**src/rtl/uart_boot_loader.sv**
```systemverilog
// uart_boot_loader
//
// Serial program loader that sits in front of the single-cycle core. It receives a
// length-prefixed image over a UART line (8N1, LSB first), assembles little-endian 32-bit
// words, writes each one into the instruction memory, and keeps the core in reset until the
// whole image has arrived.
//
// Image format: N[7:0], N[15:8], then 4*N data bytes (word 0 byte 0 first). With the
// optional checksum, one extra byte follows: the XOR of all 4*N data bytes.
//
// Optional feature macro: BOOT_CHECKSUM_EN (adds the checksum state and XOR accumulator).
//
// Ports:
//   clk        in   system clock, single domain
//   rst        in   synchronous active-low reset
//   rx         in   UART receive line, idle high, asynchronous to clk
//   wr_en      out  one-cycle instruction memory write strobe
//   wr_addr    out  word address of the write (holds between strobes)
//   wr_data    out  word to write (holds between strobes)
//   cpu_rst_n  out  core reset, active-low; high only once the load succeeded
//   busy       out  load in progress
//   error      out  load failed; sticky until rst

module uart_boot_loader #(
   parameter int unsigned CLK_FREQ   = 50_000_000,
   parameter int unsigned BAUD       = 115200,
   parameter int unsigned ADDR_WIDTH = 8
) (
   input  logic                  clk,
   input  logic                  rst,
   input  logic                  rx,
   output logic                  wr_en,
   output logic [ADDR_WIDTH-1:0] wr_addr,
   output logic [31:0]           wr_data,
   output logic                  cpu_rst_n,
   output logic                  busy,
   output logic                  error
);

   localparam int unsigned BAUD_DIV = CLK_FREQ / BAUD;
   localparam int unsigned HALF_DIV = BAUD_DIV / 2;
   localparam int unsigned CNT_W    = $clog2(BAUD_DIV + 1);
   localparam int unsigned CAPACITY = 2 ** ADDR_WIDTH;

   // ------------------------------------------------------------------------------------
   // Input synchronizer
   // ------------------------------------------------------------------------------------
   logic rx_meta_q;
   logic rx_sync_q;

   always_ff @(posedge clk) begin
      if (!rst) begin
         rx_meta_q <= 1'b1;
         rx_sync_q <= 1'b1;
      end else begin
         rx_meta_q <= rx;
         rx_sync_q <= rx_meta_q;
      end
   end

   // ------------------------------------------------------------------------------------
   // Receiver FSM
   // ------------------------------------------------------------------------------------
   typedef enum logic [1:0] {RxIdle, RxStart, RxData, RxStop} rx_state_e;

   rx_state_e        rx_state_q;
   logic [CNT_W-1:0] baud_cnt_q;
   logic [2:0]       bit_cnt_q;
   logic [7:0]       rx_shift_q;
   logic             start_seen_q;  // a start bit survived its mid-bit check since reset

   logic baud_tick;
   logic half_tick;
   logic byte_valid;
   logic frame_err;

   assign baud_tick  = (baud_cnt_q == CNT_W'(BAUD_DIV - 1));
   assign half_tick  = (baud_cnt_q == CNT_W'(HALF_DIV - 1));
   // Both fire in the cycle of the mid-stop-bit sample.
   assign byte_valid = (rx_state_q == RxStop) && baud_tick && rx_sync_q;
   assign frame_err  = (rx_state_q == RxStop) && baud_tick && !rx_sync_q;

   always_ff @(posedge clk) begin
      if (!rst) begin
         rx_state_q   <= RxIdle;
         baud_cnt_q   <= '0;
         bit_cnt_q    <= '0;
         rx_shift_q   <= '0;
         start_seen_q <= 1'b0;
      end else begin
         unique case (rx_state_q)
            // The line idles high, so a low level seen here is a falling edge. Checking the
            // level rather than an edge also catches a start bit that began in the same
            // cycle as the previous stop-bit sample.
            RxIdle: begin
               baud_cnt_q <= '0;
               if (!rx_sync_q) begin
                  rx_state_q <= RxStart;
               end
            end
            RxStart: begin
               if (half_tick) begin
                  baud_cnt_q <= '0;
                  if (rx_sync_q) begin
                     rx_state_q <= RxIdle;  // glitch: line back high by mid start bit
                  end else begin
                     rx_state_q   <= RxData;
                     bit_cnt_q    <= '0;
                     start_seen_q <= 1'b1;
                  end
               end else begin
                  baud_cnt_q <= baud_cnt_q + 1'b1;
               end
            end
            RxData: begin
               if (baud_tick) begin
                  baud_cnt_q <= '0;
                  rx_shift_q <= {rx_sync_q, rx_shift_q[7:1]};
                  bit_cnt_q  <= bit_cnt_q + 1'b1;
                  if (bit_cnt_q == 3'd7) begin
                     rx_state_q <= RxStop;
                  end
               end else begin
                  baud_cnt_q <= baud_cnt_q + 1'b1;
               end
            end
            RxStop: begin
               if (baud_tick) begin
                  baud_cnt_q <= '0;
                  rx_state_q <= RxIdle;
               end else begin
                  baud_cnt_q <= baud_cnt_q + 1'b1;
               end
            end
            default: rx_state_q <= RxIdle;
         endcase
      end
   end

   // ------------------------------------------------------------------------------------
   // Load FSM
   // ------------------------------------------------------------------------------------
   typedef enum logic [2:0] {
      LdLenLo,
      LdLenHi,
      LdData,
`ifdef BOOT_CHECKSUM_EN
      LdChk,
`endif
      LdDone,
      LdErr
   } ld_state_e;

   ld_state_e             ld_state_q;
   logic [15:0]           len_q;
   logic [ADDR_WIDTH:0]   idx_q;       // one extra bit so N = capacity does not wrap
   logic [1:0]            byte_sel_q;
   logic [23:0]           word_q;      // first three bytes of the word being assembled
   logic                  wr_en_q;
   logic [ADDR_WIDTH-1:0] wr_addr_q;
   logic [31:0]           wr_data_q;
   logic                  cpu_rst_n_q;
   logic                  busy_q;
   logic                  error_q;
`ifdef BOOT_CHECKSUM_EN
   logic [7:0]            csum_q;
`endif

   logic        ld_terminal;
   logic [15:0] len_new;

   assign ld_terminal = (ld_state_q == LdDone) || (ld_state_q == LdErr);
   assign len_new     = {rx_shift_q, len_q[7:0]};

   always_ff @(posedge clk) begin
      if (!rst) begin
         ld_state_q  <= LdLenLo;
         len_q       <= '0;
         idx_q       <= '0;
         byte_sel_q  <= '0;
         word_q      <= '0;
         wr_en_q     <= 1'b0;
         wr_addr_q   <= '0;
         wr_data_q   <= '0;
         cpu_rst_n_q <= 1'b0;
         busy_q      <= 1'b0;
         error_q     <= 1'b0;
`ifdef BOOT_CHECKSUM_EN
         csum_q      <= '0;
`endif
      end else begin
         wr_en_q     <= 1'b0;
         // Status outputs follow the state one cycle later, so cpu_rst_n rises the cycle
         // after the final strobe (or the checksum byte).
         cpu_rst_n_q <= (ld_state_q == LdDone);
         error_q     <= (ld_state_q == LdErr);
         busy_q      <= start_seen_q && !ld_terminal;

         if (frame_err && !ld_terminal) begin
            ld_state_q <= LdErr;
         end else if (byte_valid) begin
            unique case (ld_state_q)
               LdLenLo: begin
                  len_q[7:0] <= rx_shift_q;
                  ld_state_q <= LdLenHi;
               end
               LdLenHi: begin
                  len_q[15:8] <= rx_shift_q;
                  if (len_new == 16'd0 || 32'(len_new) > CAPACITY) begin
                     ld_state_q <= LdErr;
                  end else begin
                     ld_state_q <= LdData;
                  end
               end
               LdData: begin
                  byte_sel_q <= byte_sel_q + 1'b1;
`ifdef BOOT_CHECKSUM_EN
                  csum_q     <= csum_q ^ rx_shift_q;
`endif
                  if (byte_sel_q == 2'd3) begin
                     wr_en_q   <= 1'b1;
                     wr_addr_q <= idx_q[ADDR_WIDTH-1:0];
                     wr_data_q <= {rx_shift_q, word_q};
                     idx_q     <= idx_q + 1'b1;
                     if (32'(idx_q) + 32'd1 == 32'(len_q)) begin
`ifdef BOOT_CHECKSUM_EN
                        ld_state_q <= LdChk;
`else
                        ld_state_q <= LdDone;
`endif
                     end
                  end else begin
                     word_q <= {rx_shift_q, word_q[23:8]};
                  end
               end
`ifdef BOOT_CHECKSUM_EN
               LdChk: begin
                  ld_state_q <= (rx_shift_q == csum_q) ? LdDone : LdErr;
               end
`endif
               default: ;  // DONE and ERR ignore further traffic
            endcase
         end
      end
   end

   assign wr_en     = wr_en_q;
   assign wr_addr   = wr_addr_q;
   assign wr_data   = wr_data_q;
   assign cpu_rst_n = cpu_rst_n_q;
   assign busy      = busy_q;
   assign error     = error_q;

endmodule
```
**config.mk**
```make
export PLATFORM = sky130hd
export DESIGN_NAME = uart_boot_loader
export DESIGN_NICKNAME = d
export VERILOG_FILES = /design/src/rtl/uart_boot_loader.sv
export SDC_FILE = /design/constraint.sdc
export NUM_CORES = 1
export LEC_CHECK = 0
export CAP_MARGIN = 0
export CORE_MARGIN = 2
export CORE_UTILIZATION = 45
export CTS_BUF_LIST = sky130_fd_sc_hd__clkbuf_4 sky130_fd_sc_hd__clkbuf_8
export CTS_CLUSTER_DIAMETER = 40
export DETAILED_ROUTE_END_ITERATION = 16
export GPL_TIMING_DRIVEN = 0
export PLACE_DENSITY_LB_ADDON = 0.25
export SYNTH_ARGS = -nofsm -noshare
export SYNTH_HDL_FRONTEND = slang
export SYNTH_SLANG_ARGS = --single-unit
export TNS_END_PERCENT = 20
```
**constraint.sdc**
```tcl
create_clock -name clk -period 2.08 [get_ports clk]
set_input_delay 0.208 -clock clk [delete_from_list [all_inputs] [get_ports clk]]
set_output_delay 0.208 -clock clk [all_outputs]
set_load 0.01 [all_outputs]
```
==> impl_metrics.py, run 1 <==
metrics = {
    "power": {
        "power_density_nw_per_um2": 752,
        "power.leakage_nw": 2.23,
        "maximum_resistive_drop_on_vdd_uv": 426,
    },
    "place": {
        "detailed_place.area_um2": 5860,
        "routabilityCongestion": 0.828,
        "place_hpwl_um": 8260,
        "numPortBuffers": 46,
    },
    "setup_path": {
        "timing.critical_path.arrival_ns": 2.34,
        "path_max_fanout": 10,
        "startpoint_class": "register",
        "worst-endpoint-required_ns": 2.40,
        "timing.critical_path.to_type": "register",
        "timing_worst_setup_path_type": "register to register",
        "ff2ff_setup_slack_ns": 0.06,
    },
    "clocking": {
        "clock_insertion_delay_worst_skew_ns": 0.43,
        "buffer_cell_driving_the_clock_tree_root": "sky130_fd_sc_hd__clkbuf_8",
        "clk_path_buf_depth": 2,
        "cts_buf_count": 17,
        "tritoncts_clock_tree": "yes",
        "cts.reportedPaths.clkPinSlew_ns": 0.07,
        "htree_num_levels": 4,
        "clock_sink_count": 123,
    },
    "drt": {
        "post_drt_wl_per_cell_um": 14.5,
        "route.final.wire_length_um": 11700,
        "vias_per_cell": 5.16,
        "drt.antenna.violating_nets": 0,
        "drc_errors": 0,
        "detail_route.iter0.violations": 229,
        "initial_drt_pass_iterations": 4,
        "via_count": 4176,
    },
    "finish": {
        "insertedDiodeCount": 0,
        "layout-drive-gt1-share": 0.116,
        "final_common_cell": "sky130_fd_sc_hd__nand2_1",
        "mostFrequentLayoutCells": "sky130_fd_sc_hd__nand2_1 (142), sky130_fd_sc_hd__dfxtp_1 (118), sky130_fd_sc_hd__a21boi_0 (54)",
        "finish.net_count": 664,
        "areaGrowthSynthToFinish_pct": 25.4,
        "post-route-cell-area_um2": 6540,
    },
    "sta": {
        "slew_viol_final": 0,
        "finalHoldViolCount": 0,
        "unrepaired_setup_endpoints_after_global_routing": "true",
        "min_period_over_period": 0.971,
        "skew_ns": 0.00810,
        "tightestPinTransition_ns": 0.557,
        "hold_ws_ns": 0.331,
        "maxSlewHeadroom": 0.628,
        "setup_failing_eps_final": 0,
        "clock.fmax_mhz": 495,
        "fin_crit_ns": 2.02,
    },
    "grt": {
        "pin_count_of_the_biggest_net_entering_global_routing": 17,
        "grt_overflow": 0,
        "grt_antenna_before_repair": 0,
        "grt_first_pass_wirelength_um": 19900,
        "vias_in_the_first_global_route": 4056,
        "total_routing_usage_gr": 0.197,
    },
    "synthesis": {
        "synthDistinctLibCells": 44,
        "synthesis.area_per_instance_um2": 8.94,
        "synth_fp_nets": 594,
        "synth.cell_area_um2": 5220,
        "ys_ff_latch": 123,
        "synth_seq_area_share": 0.472,
        "yosysWarnings": 0,
        "netlist_instances": 584,
    },
    "die": {
        "initial_cell_density_of_the_core": 0.459,
        "chipHeight_um": 112,
        "area_of_the_core_region_um2": 11400,
        "placement_rows": 39,
        "die_w_um": 112,
        "ios": 47,
        "die_area_um2": 12500,
    },
    "status": {
        "status": "finished clean",
    },
    "worst_hold_path": {
        "hp-class": "primary input to register",
    },
    "run": {
        "drv.max_cap_violation_count": 0,
    },
}
-- logic make-up after synthesis --
family                     share of synthesized area
and+or+nand+nor                                0.246
DFF                                            0.472
AOI/OAI and AO/OA                              0.141
buffers and inverters                         0.0352
xor gates and xnor gates                      0.0420
muxes                                         0.0480
adders and majority gates                     0.0168
-- repair_timing --
| action | CTS | global route |
|---|---|---|
| pin swaps | 3 | 7 |
| buffers inserted | 6 | 2 |
| endpoints found under the setup margin | 96 | 90 |
| hold buffers | 0 | 0 |
| resized for setup | 15 | 56 |
-- registers in the layout, indices dropped and copies added, names as in the netlist, 2 cells and up, named ones only --
| name | flops |
|---|---|
| byte_sel_q | 2 |
| baud_cnt_q | 9 |
| idx_q | 9 |
| len_q | 16 |
| ld_state_q | 3 |
| word_q | 24 |
| wr_addr | 8 |
| bit_cnt_q | 3 |
| rx_shift_q | 8 |
| wr_data | 32 |
-- worst paths after layout --
path                      to     startpoint  depth (start not counted)
setup / recovery  word_q[17]  ld_state_q[0]                          7
hold / removal     rx_meta_q             rx                          2
setup reg to reg  word_q[17]  ld_state_q[0]                          7
hold reg to reg    rx_sync_q      rx_meta_q                          1
-- report_power, final --
part | total, mW | switching, mW | leakage, nW | internal, mW
Sequential | 2.36 | 0.00240 | 0.993 | 2.36
Combinational | 0.0814 | 0.0447 | 0.999 | 0.0367
Clock | 2.48 | 0.876 | 0.240 | 1.60
Total | 4.92 | 0.923 | 2.23 | 4.00
-- cell type report --
cell class	count	area, um^2
Timing Repair Buffer	54	533
Tap cell	143	179
Clock buffer	25	319
Sequential cell	123	2470
Fill cell	1062	4830
Multi-Input combinational cell	418	2660
Inverter	6	22.5
Buffer	34	206
Clock inverter	6	158
-- metal layers --
| metal | share of wire | wire length, um | vias to the layer above | track usage |
|---|---|---|---|---|
| met5 | 0 | 0 | - | 0 |
| met4 | 0.012 | 141 | 0 | 0.0774 |
| met1 | 0.49 | 5730 | 1980 | 0.265 |
| li1 | - | - | 2113 | - |
| met2 | 0.47 | 5450 | 70 | 0.311 |
| met3 | 0.032 | 375 | 13 | 0.0441 |
-- synth_stat cells, drive strengths merged --
library cell	instances	area [um^2]
o22a	1	8.76
nand4	5	31.3
nand4bb	3	33.8
nand3b	3	22.5
o211ai	1	7.51
clkbuf	24	90.1
xor2	9	78.8
nor4	8	86.3
o211a	2	20.0
dfxtp	123	2460
o21a	2	15.0
o31ai	3	22.5
inv	6	22.5
and2	9	56.3
nor4b	2	17.5
a211oi	1	7.51
ha	7	87.6
nor3b	1	7.51
or4	3	22.5
a21oi	7	35.0
or2	1	6.26
nor2b	26	163
or3b	1	11.3
a2111o	1	11.3
buf	13	71.3
nor2	20	75.1
o2111ai	2	17.5
mux2i	25	250
nand4b	4	35.0
nand3	11	55.1
xnor2	16	140
o21ai	9	45.0
nor3	3	15.0
and3	5	31.3
o2111a	1	11.3
nand2	144	543
nand2b	7	43.8
a21boi	71	533
or3	4	25.0
-- worst max-delay path, cell delays in order, from the launching register on --
cell and delay (ns):
sky130_fd_sc_hd__dfxtp_1 0.31, sky130_fd_sc_hd__buf_6 0.14, sky130_fd_sc_hd__or3b_4 0.40, sky130_fd_sc_hd__nor4_4 0.41, sky130_fd_sc_hd__nand2_2 0.21, sky130_fd_sc_hd__clkbuf_2 0.24
sky130_fd_sc_hd__nand2_1 0.10, sky130_fd_sc_hd__a21boi_0 0.08
-- through the flow --
step                instances  power (mW)  setup WS [ns]  setup TNS (ns)   util
finish                    809        4.92         0.0594               0  0.576
global route              809        5.09        -0.0189         -0.0195  0.576
CTS                       810        4.97       -0.00481        -0.00947  0.567
detailed placement        773        2.49         -0.406          -26.75  0.515
global placement          773        2.49         -0.328          -23.68  0.515
floorplan                 584        2.47         0.0195               0      -
Power figures use the tool's default switching activity.
==> inputs of run 2 (changes only) <==
--- a/config.mk
+++ b/config.mk
@@ -5,7 +5,7 @@
 export SDC_FILE = /design/constraint.sdc
 export NUM_CORES = 1
 export LEC_CHECK = 0
-export CAP_MARGIN = 0
+export CAP_MARGIN = 20
 export CORE_MARGIN = 2
 export CORE_UTILIZATION = 45
 export CTS_BUF_LIST = sky130_fd_sc_hd__clkbuf_4 sky130_fd_sc_hd__clkbuf_8
@@ -13,6 +13,7 @@
 export DETAILED_ROUTE_END_ITERATION = 16
 export GPL_TIMING_DRIVEN = 0
 export PLACE_DENSITY_LB_ADDON = 0.25
+export SETUP_SLACK_MARGIN = 0.3
 export SYNTH_ARGS = -nofsm -noshare
 export SYNTH_HDL_FRONTEND = slang
 export SYNTH_SLANG_ARGS = --single-unit
==> run 2 against run 1 <==
Final cell count grew 3.1%. Sequential share of layout area down 1.8 points. Global-route usage is 0.60 points higher. Via count up 4.0%. Total power decreased by 7.0%. Clock-buffer cell count is 8 lower. Flip-flop and latch count stayed put.
==> impl_metrics.py, run 2 (same netlist as run 1, synthesis figures left out) <==
metrics = {
    "worst_hold_path": {
        "hold_path.startpoint": "rx",
        "hp-class": "primary input to register",
    },
    "place": {
        "place_hpwl_um": 8190,
        "routabilityCongestion": 0.852,
        "numPortBuffers": 46,
    },
    "clocking": {
        "htree_num_levels": 4,
        "clock_insertion_delay_worst_skew_ns": 0.44,
        "clk_path_buf_depth": 2,
        "tritoncts_clock_tree": "yes",
        "cts.reportedPaths.clkPinSlew_ns": 0.08,
        "buffer_cell_driving_the_clock_tree_root": "sky130_fd_sc_hd__clkbuf_8",
        "clock_sink_count": 123,
        "cts_buf_count": 17,
        "cts_hold_buffers": 0,
    },
    "drt": {
        "post_drt_wl_per_cell_um": 15.2,
        "route.final.wire_length_um": 12700,
        "initial_drt_pass_iterations": 4,
        "detail_route.iter0.violations": 259,
        "vias_per_cell": 5.21,
        "drt.antenna.violating_nets": 0,
        "drc_errors": 0,
        "via_count": 4345,
    },
    "die": {
        "initial_cell_density_of_the_core": 0.459,
        "area_of_the_core_region_um2": 11400,
        "die_w_um": 112,
        "placement_rows": 39,
        "ios": 47,
        "chipHeight_um": 112,
        "die_area_um2": 12500,
    },
    "setup_path": {
        "startpoint_class": "register",
        "critical_path.startpoint": "ld_state_q[2]",
        "path_max_fanout": 7,
        "timing.critical_path.arrival_ns": 2.31,
        "timing.critical_path.to_type": "register",
        "worst-endpoint-required_ns": 2.45,
        "rr_startpoint": "ld_state_q[2]",
        "timing_worst_setup_path_type": "register to register",
    },
    "grt": {
        "vias_in_the_first_global_route": 4202,
        "grt_first_pass_wirelength_um": 20500,
        "total_routing_usage_gr": 0.203,
        "grt_antenna_before_repair": 0,
        "grt_overflow": 0,
        "pin_count_of_the_biggest_net_entering_global_routing": 17,
    },
    "sta": {
        "unrepaired_setup_endpoints_after_global_routing": "true",
        "finalHoldViolCount": 0,
        "setup_failing_eps_final": 0,
        "fin_crit_ns": 1.94,
        "min_period_over_period": 0.934,
        "clock.fmax_mhz": 515,
        "maxSlewHeadroom": 0.635,
        "hold_ws_ns": 0.319,
        "skew_ns": 0.0143,
        "slew_viol_final": 0,
        "tightestPinTransition_ns": 0.547,
    },
    "finish": {
        "layout.filler_cells": 958,
        "mostFrequentLayoutCells": "sky130_fd_sc_hd__nand2_1 (129), sky130_fd_sc_hd__dfxtp_1 (113), sky130_fd_sc_hd__clkdlybuf4s50_1 (46)",
        "layout-drive-gt1-share": 0.197,
        "number_of_flip_flops_in_the_largest_register": 32,
        "areaGrowthSynthToFinish_pct": 32.5,
        "insertedDiodeCount": 0,
        "final_common_cell": "sky130_fd_sc_hd__nand2_1",
        "finish.net_count": 689,
    },
    "status": {
        "status": "finished clean",
    },
    "power": {
        "total_power_mw": 4.58,
        "power.leakage_nw": 2.42,
        "maximum_resistive_drop_on_vdd_uv": 455,
        "power_density_nw_per_um2": 662,
    },
    "run": {
        "drv.max_cap_violation_count": 0,
    },
}
## run 2: what timing repair did
item / 4_1_cts / 5_1_grt
endpoints found under the hold margin: 0 / 0
resized for setup: 90 / 61
pin swaps: 20 / 24
setup buffers: 12 / 10
cloned: 7 / 1
endpoints found under the setup margin: 104 / 114
## run 2: routing by layer
layer  routed length, um  part of all wire  GRT usage
met5                   0                 0          0
met4                 229             0.018     0.0749
met3                 496             0.039     0.0441
met2                6100              0.48      0.326
met1                5870              0.46      0.271
## run 2: cell type report
class,instances,area (um^2),share of cell area
Buffer,37,287,0.0414
Clock buffer,17,234,0.0338
Clock inverter,14,159,0.0230
Inverter,6,22.5,0.00326
Multi-Input combinational cell,419,2810,0.406
Sequential cell,123,2480,0.359
Tap cell,143,179,0.0259
Timing Repair Buffer,75,747,0.108
## run 2: worst paths after layout
path,to,slack (ns),cells past startpoint
worst min-delay path,rx_meta_q,0.32,2
worst min register to register,rx_sync_q,0.42,1
worst max register to register,word_q[20],0.14,8
worst max-delay path,word_q[20],0.14,8
## run 2: stage by stage
stage	TNS [ns]	setup WS, ns	utilization	cell area, um^2	std cells
floorplan	0	0.0251	-	5240	584
global placement	-19.04	-0.279	0.517	5880	773
detailed placement	-22.40	-0.364	0.517	5880	773
CTS	0	0.0635	0.588	6680	823
global route	0	0.0540	0.608	6920	834
finish	0	0.137	0.608	6920	834
## run 2: power breakdown
part | leakage [nW] | internal [mW] | switching, mW
registers | 0.997 | 2.35 | 0.00301
logic | 1.22 | 0.0385 | 0.0455
clock network | 0.197 | 1.09 | 1.05
total | 2.42 | 3.48 | 1.10
## run 2: worst max-delay path: stages, from the launching register on
cell	delay [ns]
sky130_fd_sc_hd__dfxtp_2	0.32
sky130_fd_sc_hd__buf_6	0.11
sky130_fd_sc_hd__or3b_4	0.42
sky130_fd_sc_hd__nor4_4	0.33
sky130_fd_sc_hd__and2_4	0.21
sky130_fd_sc_hd__buf_8	0.13
sky130_fd_sc_hd__buf_6	0.12
sky130_fd_sc_hd__nand2_1	0.05
sky130_fd_sc_hd__a21boi_0	0.20
==> patch 1, RTL diff (flow settings as in run 1) <==
The 4 states of `rx_state_e` get a one-hot encoding in 4 bits.
--- a/src/rtl/uart_boot_loader.sv
+++ b/src/rtl/uart_boot_loader.sv
@@ -62,5 +62,5 @@
    // Receiver FSM
    // ------------------------------------------------------------------------------------
-   typedef enum logic [1:0] {RxIdle, RxStart, RxData, RxStop} rx_state_e;
+   typedef enum logic [3:0] {RxIdle = 4'b0001, RxStart = 4'b0010, RxData = 4'b0100, RxStop = 4'b1000} rx_state_e;
 
    rx_state_e        rx_state_q;
Formal check against the unedited RTL: no difference found for any inputs over 10 cycles, from zero or initial values and one cycle with rst low; not proved beyond that.
==> patch 1 against run 1 <==
The flow now finishes with violations (negative setup slack). Combinational power rose by 43%. Wire length rose by 12%. Maximum frequency down 4.0%. Final cell count rose by 6.9%. Count of clock-buffer cells in the layout unchanged. Area after synthesis is 4.2% higher. Die area increased by 4.1%. Setup slack worse by 0.084 ns. Sequential cell count increased by 2. Final area increased by 2.7%. Power down 3.3%. Critical path type unchanged.
==> patch 1: results (changes against run 1) <==
Timing:
- The worst path setup slack after routing came to -0.0248 ns (was 0.0594 ns).
- The slew at the pin closest to its max-slew limit is 0.635 ns (was 0.557 ns).
- The final setup violation count is 1 (was 0).

Power:
- The total clock network power came to 2.24 mW (was 2.48 mW).
- The power spent charging and discharging nets came to 0.972 mW (was 0.923 mW).
- The leakage power total is 2.27 nW (was 2.23 nW).

Detailed routing:
- The routed via count was 4613 (was 4176).
- The number of vias per cell after detailed routing is 5.33 (was 5.16).
- The number of DRC violations after detailed-routing iteration 0 is 342 (was 229).
- The number of optimization iterations in the first detailed-route pass is 5 (was 4).
- The total wire length after detailed routing is 13100 um (was 11700 um).

Place:
- The worst setup slack before clock tree synthesis is -0.305 ns (was -0.406 ns).
- The post-detailed-placement half-perimeter wirelength was 8910 um (was 8260 um).
- The number of placed instances with taps included came to 829 (was 773).
- The post-placement cell area came to 0.00607 mm^2 (was 0.00586 mm^2).
- The final weighted congestion in routability-driven placement is 0.874 (was 0.828).

Setup path:
- The first element of the critical path is baud_cnt_q[1] (was ld_state_q[0]).
- The data arrival time of the critical path is 2.48 ns (was 2.34 ns).
- The worst-path maximum fanout is 7 (was 10).

GRT:
- The global router's overall resource usage is 0.209 (was 0.197).

Logic synthesis:
- The total nets after synthesis is 647 (was 594).
- Most area-consuming cells after synthesis: dfxtp_1, nand2_1, a21boi_1, xnor2_1, mux2i_1 (was dfxtp_1, nand2_1, a21boi_0, mux2i_1, nor2b_1).
- The distinct cell type count after synthesis is 53 (was 44).
- The number of instances in the synthesized netlist was 637 (was 584).

CTS:
- The buffers inserted during post-CTS setup optimization came to 2 (was 6).

Status:
- The final reports fail on negative setup slack.
- Result of the run: finished with violations (was finished, final reports clean).
## patch 1: changes by cell type after synthesis, moves of 4 or more
cell,delta
a21boi_1,+69
a21boi_0,-54
nand2_1,+44
mux2i_1,-13
nor2b_1,-8
a31oi_1,+4
clkbuf_1,+4
nand4_1,-4
nor4_1,+4
o21ai_0,+4
## patch 1: path summary, 6_finish.rpt
| check | depth (start not counted) | slack (ns) | endpoint |
|---|---|---|---|
| setup / recovery | 7 | -0.02 | idx_q[3] |
| setup reg to reg | 7 | -0.02 | idx_q[3] |
| hold / removal | 2 | 0.13 | rx_sync_q |
| hold reg to reg | 1 | 0.41 | rx_sync_q |
## patch 1: worst max-delay path, cell delays in order, from the launching register on
cell	delay, ns
dfxtp_2	0.34
inv_2	0.07
ha_4	0.11
and4b_2	0.31
nand4_4	0.19
or3_4	0.51
or3_1	0.37
a21boi_1	0.12
## patch 1: cell families after synthesis
family / count (synthesis) / synth area share
adder cells (fa/ha/maj): 7 / 0.0161
XOR/XNOR: 23 / 0.0370
buffers and inverters: 46 / 0.0338
AO/OA/AOI/OAI: 128 / 0.172
AND/OR/NAND/NOR: 296 / 0.259
flip-flops: 125 / 0.460
multiplexers: 12 / 0.0221
## patch 1: routing by layer
layer	wire, um	part of all wire	vias up	track usage
met5	0	0	-	0
met4	248	0.019	0	0.0862
met3	576	0.044	22	0.0526
met2	6100	0.46	119	0.340
met1	6210	0.47	2183	0.265
li1	-	-	2289	-
## patch 1: area by class of cell
type	instances	area, um^2
multi-input combinational	467	2910
sequential	125	2510
clock inverter	7	110
timing repair buffer	50	488
fill	1072	5190
inverter	9	33.8
buffer	35	174
clock buffer	25	313
tap	147	184
==> patch 2, RTL diff (flow settings as in run 1) <==
Without the edit above. Set the parameter `ADDR_WIDTH` to 9 (it was 8).
--- a/src/rtl/uart_boot_loader.sv
+++ b/src/rtl/uart_boot_loader.sv
@@ -25,5 +25,5 @@
    parameter int unsigned CLK_FREQ   = 50_000_000,
    parameter int unsigned BAUD       = 115200,
-   parameter int unsigned ADDR_WIDTH = 8
+   parameter int unsigned ADDR_WIDTH = 9
 ) (
    input  logic                  clk,
Ports: changed (resized wr_addr); port bits go from 47 to 48. The function was not compared with the original's and may differ.
==> patch 2 against run 1 <==
The flow now finishes with violations (negative setup slack). Sequential cell count up 2. Wire length grew 4.0%. Count of clock-buffer cells in the layout fell by 6. Die area increased by 2.8%. Power is 3.9% lower. Maximum frequency shrank 4.9%. Setup slack got worse by 0.10 ns. Global-route usage up 0.19 points. Utilization is 1.0 points higher. Final area rose by 3.1%. First-iteration DRC count is 3.9% lower. Area after synthesis up 2.9%. Largest cell class unchanged. Largest power group is now sequential cells.
==> patch 2: results (changes against run 1) <==
GRT:
- The pin count of the biggest net entering global routing was 17 (unchanged).
- The initial antenna violation count is 0 (unchanged).
- The via count of the first global-routing pass came to 4279 (was 4056).
- The wire length of the first global-routing pass was 20200 um (was 19900 um).
- The global router's overall resource usage came to 0.199 (was 0.197).

CTS:
- The number of gates resized after CTS was 24 (was 15).
- The number of CTS-inserted buffers is 17 (unchanged).
- The insertion delay to the later sink of the worst-skew pair is 0.46 ns (was 0.43 ns).
- The clock slew seen by the registers of the worst setup and hold paths is around 0.080 ns.

Power:
- The leakage power total is 2.31 nW (was 2.23 nW).
- The power drawn by the sequential cells came to 2.40 mW (was 2.36 mW).
- The total clock network power is 2.24 mW (was 2.48 mW).
- The switching share of power is 0.221 (was 0.188).
- The largest vdd supply drop is 496 uV (was 426 uV).

Final layout:
- The post-layout net count is 700 (was 664).
- The non-filler instance count after layout was 846 (was 809).
- The filler cell count in the final layout is 1024 (was 1062).
- The fraction of final layout cells sized beyond drive strength 1 is 0.148 (was 0.116).

Logic synthesis:
- The number of enable flip-flop cells after synthesis is 0 (unchanged).
- The portion of the post-synthesis area used by sequential elements came to 0.466 (was 0.472).
- The average cell area after synthesis is 8.79 um^2 (was 8.94 um^2).
- The distinct cell type count after synthesis came to 51 (was 44).
- The total nets after synthesis is 621 (was 594).
- Most area-consuming cells after synthesis: dfxtp_1, nand2_1, a21boi_0, mux2i_1, xnor2_1 (was dfxtp_1, nand2_1, a21boi_0, mux2i_1, nor2b_1).
- Synth cell count leaders: nand2_1, dfxtp_1, a21boi_0, nor2_1, clkbuf_1 (was nand2_1, dfxtp_1, a21boi_0, nor2b_1, mux2i_1).

Timing:
- The max-slew headroom at the worst pin is 0.583 (was 0.628).
- The worst clock skew on the final layout is 0.0139 ns (was 0.00810 ns).
- The worst hold margin is 0.128 ns (was 0.331 ns).
- The worst path setup slack after routing is -0.0445 ns (was 0.0594 ns).
- The final setup violation count came to 1 (was 0).

Status:
- The final reports fail on negative setup slack.
- Result of the run: finished with violations (was finished, final reports clean).

Setup path:
- The worst-path maximum fanout is 3 (was 10).
- The terminus of the critical flop-to-flop path is ld_state_q[0] (was word_q[17]).
- The count of cells along the worst register-to-register path is 9 (was 7).
- The start of the worst register-to-register path is baud_cnt_q[1] (was ld_state_q[0]).
- The first element of the critical path is baud_cnt_q[1] (was ld_state_q[0]).

Worst hold path:
- The critical hold path startpoint is rst (was rx).
- The endpoint of the worst hold path is wr_data[5] (was rx_meta_q).
- The path type of the worst min-delay path is input pin to flip-flop (unchanged).

Detailed routing:
- The total wire length after detailed routing is 12200 um (was 11700 um).
- The number of vias per cell after detailed routing is 5.12 (was 5.16).
- The number of DRC violations after detailed-routing iteration 0 is 220 (was 229).

Place:
- The worst setup slack before clock tree synthesis is -0.358 ns (was -0.406 ns).
- The number of placed instances with taps included is 800 (was 773).
- The post-placement cell area is 0.00605 mm^2 (was 0.00586 mm^2).
- The final weighted congestion in routability-driven placement was 0.885 (was 0.828).
- The post-detailed-placement half-perimeter wirelength is 8460 um (was 8260 um).
[patch 2: changes by cell type in the layout (fill, tap and decap cells not counted), moves of 5 or more]
cell | run 1 | this run
a21boi_1 | 16 | 27
buf_4 | 11 | 16
nor2b_1 | 26 | 19
nand2_1 | 142 | 172
clkbuf_4 | 7 | 0
mux2i_1 | 25 | 17
[patch 2: worst max path at each step]
stage	endpoint	cells past startpoint
global route	ld_state_q[0]	9
finish	ld_state_q[0]	9
global placement	wr_addr[6]	8
floorplan	ld_state_q[0]	7
detailed placement	wr_addr[7]	8
CTS	ld_state_q[0]	9
[patch 2: worst max-delay path: stages, from the launching register on]
cell	delay (ns)
dfxtp_2	0.33
inv_2	0.07
ha_4	0.12
nand4b_1	0.13
buf_6	0.17
nor2_4	0.11
nand2_2	0.06
or4_1	0.50
or4_4	0.44
a21oi_2	0.12
[patch 2: cell type report]
type                       instances  area, um^2  area share
buffer                            35         230      0.0341
clock buffer                      19         262      0.0388
clock inverter                    13         163      0.0241
inverter                           5        18.8     0.00278
multi-input combinational        445        2790       0.413
sequential                       125        2520       0.373
tap                              143         179      0.0265
timing repair buffer              61         589      0.0874
[patch 2: through the flow]
step	total power [mW]	TNS (ns)
CTS	4.78	-0.0335
detailed placement	2.54	-20.29
floorplan	2.51	0
finish	4.73	-0.0445
global route	4.88	-0.353
global placement	2.53	-17.78
[patch 2: cell families after synthesis]
group	Yosys count	synth area share
muxes	17	0.0317
adders and majority gates	7	0.0163
xor gates and xnor gates	31	0.0505
buffers and inverters	41	0.0361
DFF	125	0.466
and+or+nand+nor	293	0.269
AOI/OAI and AO/OA	97	0.131
[patch 2: routing by layer]
layer,vias up,wire [um],GRT usage
li1,2202,-,-
met1,2022,5730,0.250
met2,92,5720,0.323
met3,19,488,0.0471
met4,0,231,0.0967
met5,-,0,0
